File: config.mk
export PLATFORM = sky130hd
export DESIGN_NAME = sync_fifo
export DESIGN_NICKNAME = d
export VERILOG_FILES = /design/src/rtl/sync_fifo_pkg.sv /design/src/rtl/sync_fifo_ram.sv /design/src/rtl/sync_fifo.sv
export SDC_FILE = /design/constraint.sdc
export NUM_CORES = 2
export LEC_CHECK = 0
export BUFFER_PORTS_ARGS = -buffer_cell sky130_fd_sc_hd__buf_2
export CAP_MARGIN = 30
export CELL_PAD_IN_SITES_DETAIL_PLACEMENT = 2
export CELL_PAD_IN_SITES_GLOBAL_PLACEMENT = 2
export CORE_MARGIN = 2
export CORE_UTILIZATION = 56
export DETAILED_ROUTE_END_ITERATION = 6
export PLACE_DENSITY_LB_ADDON = 0.1
export SETUP_SLACK_MARGIN = 0.4
export SKIP_LAST_GASP = 1
export SLEW_MARGIN = 20
export SYNTH_ARGS = -nofsm -noshare
export SYNTH_HDL_FRONTEND = slang
export SYNTH_HIERARCHICAL = 1
export SYNTH_SLANG_ARGS = --single-unit
export TNS_END_PERCENT = 50
File: constraint.sdc
create_clock -name i_clk -period 9.5 [get_ports i_clk]
set_input_delay 0.475 -clock i_clk [delete_from_list [all_inputs] [get_ports i_clk]]
set_output_delay 0.475 -clock i_clk [all_outputs]
set_load 0.03 [all_outputs]
File: src/rtl/sync_fifo_pkg.sv
// Shared constants and helpers for the single-clock FWFT FIFO.
package sync_fifo_pkg;

  // Memory inference styles; behaviour is identical for both.
  localparam string ArchXilinx  = "Xilinx";
  localparam string ArchGeneric = "Generic";

  // Ceiling log2, used to size addresses and pointers at elaboration time.
  function automatic int unsigned clog2(input int unsigned value);
    int unsigned result;
    result = 0;
    while ((64'd1 << result) < 64'(value)) begin
      result = result + 1;
    end
    return result;
  endfunction

endpackage

File: src/rtl/sync_fifo_ram.sv
// DEPTH x WIDTH storage: synchronous write, asynchronous (combinational) read.
module sync_fifo_ram
  import sync_fifo_pkg::*;
#(
  parameter int unsigned WIDTH = 19,
  parameter int unsigned DEPTH = 128,
  parameter string       ARCH  = ArchXilinx,
  localparam int unsigned AddrW = clog2(DEPTH)
) (
  input  logic             clk_i,
  input  logic             wr_en_i,
  input  logic [AddrW-1:0] wr_addr_i,
  input  logic [WIDTH-1:0] wr_data_i,
  input  logic [AddrW-1:0] rd_addr_i,
  output logic [WIDTH-1:0] rd_data_o
);

  if (ARCH == ArchXilinx) begin : g_xilinx
    // Distributed RAM keeps the read path asynchronous, as FWFT needs.
    (* ram_style = "distributed" *) logic [WIDTH-1:0] mem_q [DEPTH];

    // Write port
    always_ff @(posedge clk_i) begin
      if (wr_en_i) begin
        mem_q[wr_addr_i] <= wr_data_i;
      end
    end

    assign rd_data_o = mem_q[rd_addr_i];
  end else begin : g_generic
    logic [WIDTH-1:0] mem_q [DEPTH];

    // Write port
    always_ff @(posedge clk_i) begin
      if (wr_en_i) begin
        mem_q[wr_addr_i] <= wr_data_i;
      end
    end

    assign rd_data_o = mem_q[rd_addr_i];
  end

endmodule

File: src/rtl/sync_fifo.sv
// Single-clock first-word-fall-through FIFO with full/empty status and
// one-cycle overflow/underflow error pulses.
module sync_fifo
  import sync_fifo_pkg::*;
#(
  parameter int unsigned WIDTH = 19,
  parameter int unsigned DEPTH = 128,
  parameter string       ARCH  = ArchXilinx
) (
  input  logic             i_clk,
  input  logic             i_rst,
  input  logic [WIDTH-1:0] i_data,
  input  logic             i_wr_en,
  output logic             o_full,
  output logic             o_wr_err,
  input  logic             i_rd_incr,
  output logic [WIDTH-1:0] o_data,
  output logic             o_empty,
  output logic             o_rd_err
);

  localparam int unsigned AddrW = clog2(DEPTH);
  localparam int unsigned PtrW  = AddrW + 1;

  // MSB of each pointer is the wrap bit; lower bits index the memory.
  logic [PtrW-1:0] wr_ptr_q, wr_ptr_d;
  logic [PtrW-1:0] rd_ptr_q, rd_ptr_d;
  logic            wr_err_q, wr_err_d;
  logic            rd_err_q, rd_err_d;

  logic empty, full;
  logic wr_accept, rd_accept;
  logic mem_wr_en;

  // Status, acceptance and next-state computation
  always_comb begin
    empty = (wr_ptr_q == rd_ptr_q);
    full  = (wr_ptr_q[AddrW-1:0] == rd_ptr_q[AddrW-1:0]) &&
            (wr_ptr_q[AddrW] != rd_ptr_q[AddrW]);

    rd_accept = i_rd_incr && !empty;
    // A pop in the same cycle frees a slot, so a write at full still goes in.
    wr_accept = i_wr_en && (!full || rd_accept);

    wr_ptr_d = wr_accept ? wr_ptr_q + PtrW'(1) : wr_ptr_q;
    rd_ptr_d = rd_accept ? rd_ptr_q + PtrW'(1) : rd_ptr_q;
    wr_err_d = i_wr_en && !wr_accept;
    rd_err_d = i_rd_incr && !rd_accept;

    // Reset takes precedence, so no memory write while it is asserted.
    mem_wr_en = wr_accept && i_rst;
  end

  // Pointer and error-flag registers with synchronous active-low reset
  always_ff @(posedge i_clk) begin
    if (!i_rst) begin
      wr_ptr_q <= '0;
      rd_ptr_q <= '0;
      wr_err_q <= 1'b0;
      rd_err_q <= 1'b0;
    end else begin
      wr_ptr_q <= wr_ptr_d;
      rd_ptr_q <= rd_ptr_d;
      wr_err_q <= wr_err_d;
      rd_err_q <= rd_err_d;
    end
  end

  sync_fifo_ram #(
    .WIDTH (WIDTH),
    .DEPTH (DEPTH),
    .ARCH  (ARCH)
  ) u_ram (
    .clk_i     (i_clk),
    .wr_en_i   (mem_wr_en),
    .wr_addr_i (wr_ptr_q[AddrW-1:0]),
    .wr_data_i (i_data),
    .rd_addr_i (rd_ptr_q[AddrW-1:0]),
    .rd_data_o (o_data)
  );

  assign o_empty  = empty;
  assign o_full   = full;
  assign o_wr_err = wr_err_q;
  assign o_rd_err = rd_err_q;

endmodule

==> summary.txt, run 1 <==
Status
  – Error: [ERROR DPL-0033] detailed placement checks failed during check placement.
  – Failed at: 3_5_place_dp
  – Status: aborted with a tool error

Yosys
  – Register bit total from synthesis: 2450
  – Distinct cells, synth: 34
  – Syn Nets: 3738
  – Dominant synthesized flop cell: edfxtp_1
  – Count leader, synth: edfxtp_1
  – Syn. warnings: 6
  – Sequential-to-total area share from yosys stat: 78.3%
  – Syn_area_per_cell: 25.2 µm²
  – Commonest cells post-synth: edfxtp_1, mux4_2, nor2_1, clkbuf_1, buf_2
  – Synth Cell Area: 93700 µm²
  – Cells after Synth: 3713
  – Post-synth top area share: 78.0%
  – Number of flops mapped to enable cells by yosys: 2432
  – Leading area contributor after synthesis: edfxtp_1
  – Main area contributors after synthesis: edfxtp_1, mux4_2, nor2_1
  – Ys async rst share: 0%

Floorplan
  – Effective utilization at floorplan: 56.2%
  – I/O Pins: 46
  – Die width: 413 µm
  – Row count: 150
  – Die height: 413 µm

Placement
  – HPWL after detailed placement: 199 mm
  – # port buffers: 45
  – Routability cong.: 0.800
[stage by stage]
step | std cells | area, µm² | hold slack [ns] | setup slack, ns
after floorplan | 3713 | 93700 | 0.463 | 5.91
after global placement | 5865 | 97400 | 0.481 | 4.31
[cell families after synthesis]
| logic type | Yosys count | share of synthesized area [%] |
|---|---|---|
| muxes | 818 | 19.4 |
| xor gates and xnor gates | 11 | 0.103 |
| buffers and inverters | 197 | 0.922 |
| AOI/OAI and AO/OA | 27 | 0.192 |
| adders and majority gates | 2 | 0.0267 |
| and+or+nand+nor | 208 | 0.984 |
| DFF | 2450 | 78.3 |
==> run 2, diff against run 1 <==
--- a/config.mk
+++ b/config.mk
@@ -7,13 +7,10 @@
 export LEC_CHECK = 0
 export BUFFER_PORTS_ARGS = -buffer_cell sky130_fd_sc_hd__buf_2
 export CAP_MARGIN = 30
-export CELL_PAD_IN_SITES_DETAIL_PLACEMENT = 2
-export CELL_PAD_IN_SITES_GLOBAL_PLACEMENT = 2
 export CORE_MARGIN = 2
-export CORE_UTILIZATION = 56
+export CORE_UTILIZATION = 40
 export DETAILED_ROUTE_END_ITERATION = 6
-export PLACE_DENSITY_LB_ADDON = 0.1
-export SETUP_SLACK_MARGIN = 0.4
+export PLACE_DENSITY_LB_ADDON = 0.15
 export SKIP_LAST_GASP = 1
 export SLEW_MARGIN = 20
 export SYNTH_ARGS = -nofsm -noshare
==> run 2 against run 1 <==
  * The run now ends clean
  * Area after synthesis stayed put
  * Synthesized cell count stayed put
==> summary.txt, run 2 <==
Setup path
  – Critical path fanouts, max: 37
  – Worst Setup End Kind: output pin
  – CP required: 9.03 ns
  – Crit path launch type: register
  – Critical path arrival: 5.31 ns
  – Critical path class: register to output pin
  – R2R Setup Slk: 5.19 ns

Yosys
  – Post-synth top area share: 78.0%
  – Ys async rst share: 0%
  – Syn Nets: 3738
  – Commonest cells post-synth: edfxtp_1, mux4_2, nor2_1, clkbuf_1, buf_2
  – Synth Cell Area: 93700 µm²
  – Sequential-to-total area share from yosys stat: 78.3%
  – Leading area contributor after synthesis: edfxtp_1
  – Main area contributors after synthesis: edfxtp_1, mux4_2, nor2_1
  – Dominant synthesized flop cell: edfxtp_1
  – Syn_area_per_cell: 25.2 µm²
  – Cells after Synth: 3713
  – Syn. warnings: 6
  – Count leader, synth: edfxtp_1
  – Register bit total from synthesis: 2450
  – Number of flops mapped to enable cells by yosys: 2432
  – Distinct cells, synth: 34

Clock tree
  – Sink Count: 2450
  – CTS Buffer Depth: 4
  – Root buf cell: clkbuf_16
  – Inserted Clock Buffers: 275
  – CTS tree: yes
  – # resized after CTS: 0
  – Clk Latency, worst-skew pair: 0.91 ns
  – H-tree depth reported by CTS: 5
  – Reg clk slew, reported paths: 0.06 ns
  – Hold buffers post-CTS: 4
  – Post-CTS Setup Bufs: 0

Layout
  – Area Growth Syn to Fin: 14.3%
  – Post-Route Utilization: 46.0%
  – Fin cells: 7352
  – Commonest non-fill, non-tap cell in the layout: edfxtp_1
  – Top Registers: u_ram/g_xilinx.mem_q x2432, rd_ptr_q x8, wr_ptr_q x8
  – Final instance area: 107000 µm²
  – Nets@finish: 4057
  – Share of cells above drive strength 1: 36.3%
  – Largest Register: u_ram/g_xilinx.mem_q
  – Commonest cells after routing, fill and taps aside: edfxtp_1, mux4_2, clkbuf_16
  – Max reg flops: 2432

STA
  – Final worst setup slack: 3.72 ns
  – Pins Over Slew Limit: 0
  – Final Cycle Share: 60.9%
  – Slew headroom: 20.4%
  – Final setup violation count: 0
  – Worst Tran Pin Value: 1.19 ns
  – Fmax: 173 MHz
  – Final Hold Violating Endpoints: 0
  – RSZ-0062 raised after global routing: false
  – Fin crit period: 5.78 ns
  – Setup TNS Final: 0 ns
  – Fin Hold WS: 0.0740 ns
  – Worst Skew: 0.0423 ns

Floorplan
  – I/O Pins: 46
  – Die height: 488 µm
  – Die width: 488 µm
  – Core region area: 233000 µm²
  – Row count: 177
  – Die area: 238000 µm²
  – Effective utilization at floorplan: 40.2%

Placement
  – Pre-CTS setup slack: 4.36 ns
  – Post-placement cell count: 6879
  – HPWL after detailed placement: 128 mm
  – # port buffers: 45
  – Routability cong.: 0.774
  – Post-DP Area: 98900 µm²

Drt
  – TritonRoute pass-1 iters: 5
  – Vias per cell: 5.69
  – Sum of routed wire length over all layers: 240 mm
  – WL per Instance: 32.6 µm
  – Post-route ant nets: 0
  – Initial DRC count: 4856
  – DRC: 0
  – Total number of vias: 41854

Status
  – Status: completed

Power
  – Leakage power: 31.6 nW
  – Worst VDD drop: 0.000208 V
  – Power Total: 24.0 mW
  – PwrDens: 224 nW/µm²

GRT
  – Largest net degree at the start of global routing: 143
  – Initial antenna violation count: 25
  – GRT overflow: 0
  – Number of global-route vias before repair: 42957
  – Global-route wire length before repair: 338 mm
  – GRT Total Usage: 20.3%

Worst hold path
  – Worst hold path type: input port to register

Run
  – Max-cap viol count: 0
## run 2: cell counts after synthesis
No cell type changed its count.
## run 2: worst max-delay path: stages (launching register included)
cell and delay (ns):
dfxtp_4 0.89, buf_4 0.73, buf_4 0.48, mux4_2 0.56, mux4_2 0.56, mux4_2 0.59, mux2_2 0.35, buf_2 0.19
## run 2: metal layers
metal	track usage (%)	part of all wire (%)
met5	0	0.018
met2	32.6	49
met1	29.4	43
met4	4.95	2.1
met3	3.09	5.9
## run 2: cell type report
class,count,area [µm²]
clock inverter,117,822
clock buffer,334,7190
sequential,2450,73400
inverter,2,7.51
antenna,14,35.0
tap,3132,3920
multi-input combinational,1066,19800
fill,19060,126000
timing repair buffer,237,1900
## run 2: logic make-up (layout without fill, tap and decap cells)
kind of cell / count (synthesis) / count (layout) / share of synthesized area (%)
flops: 2450 / 2450 / 78.3
mux: 818 / 818 / 19.4
simple gates: 208 / 208 / 0.984
buf+inv: 197 / 690 / 0.922
compound gates: 27 / 27 / 0.192
xor+xnor: 11 / 11 / 0.103
fa+ha+maj: 2 / 2 / 0.0267
other cells: 0 / 14 / 0
## run 2: path summary, 6_finish.rpt
path	end	from	cells past startpoint
max	o_data[1]	rd_ptr_q[0]	7
min	u_ram/g_xilinx.mem_q[115][11]	i_data[11]	1
max reg2reg	u_ram/g_xilinx.mem_q[9][13]	rd_ptr_q[0]	8
min reg2reg	wr_ptr_q[7]	wr_ptr_q[7]	2
## run 2: power breakdown
group | switching [mW] | internal (mW) | total, mW
clock network | 4.06 | 5.66 | 9.71
logic | 1.23 | 1.14 | 2.37
registers | 0.0425 | 11.9 | 11.9
(Power assumes the default switching activity.)
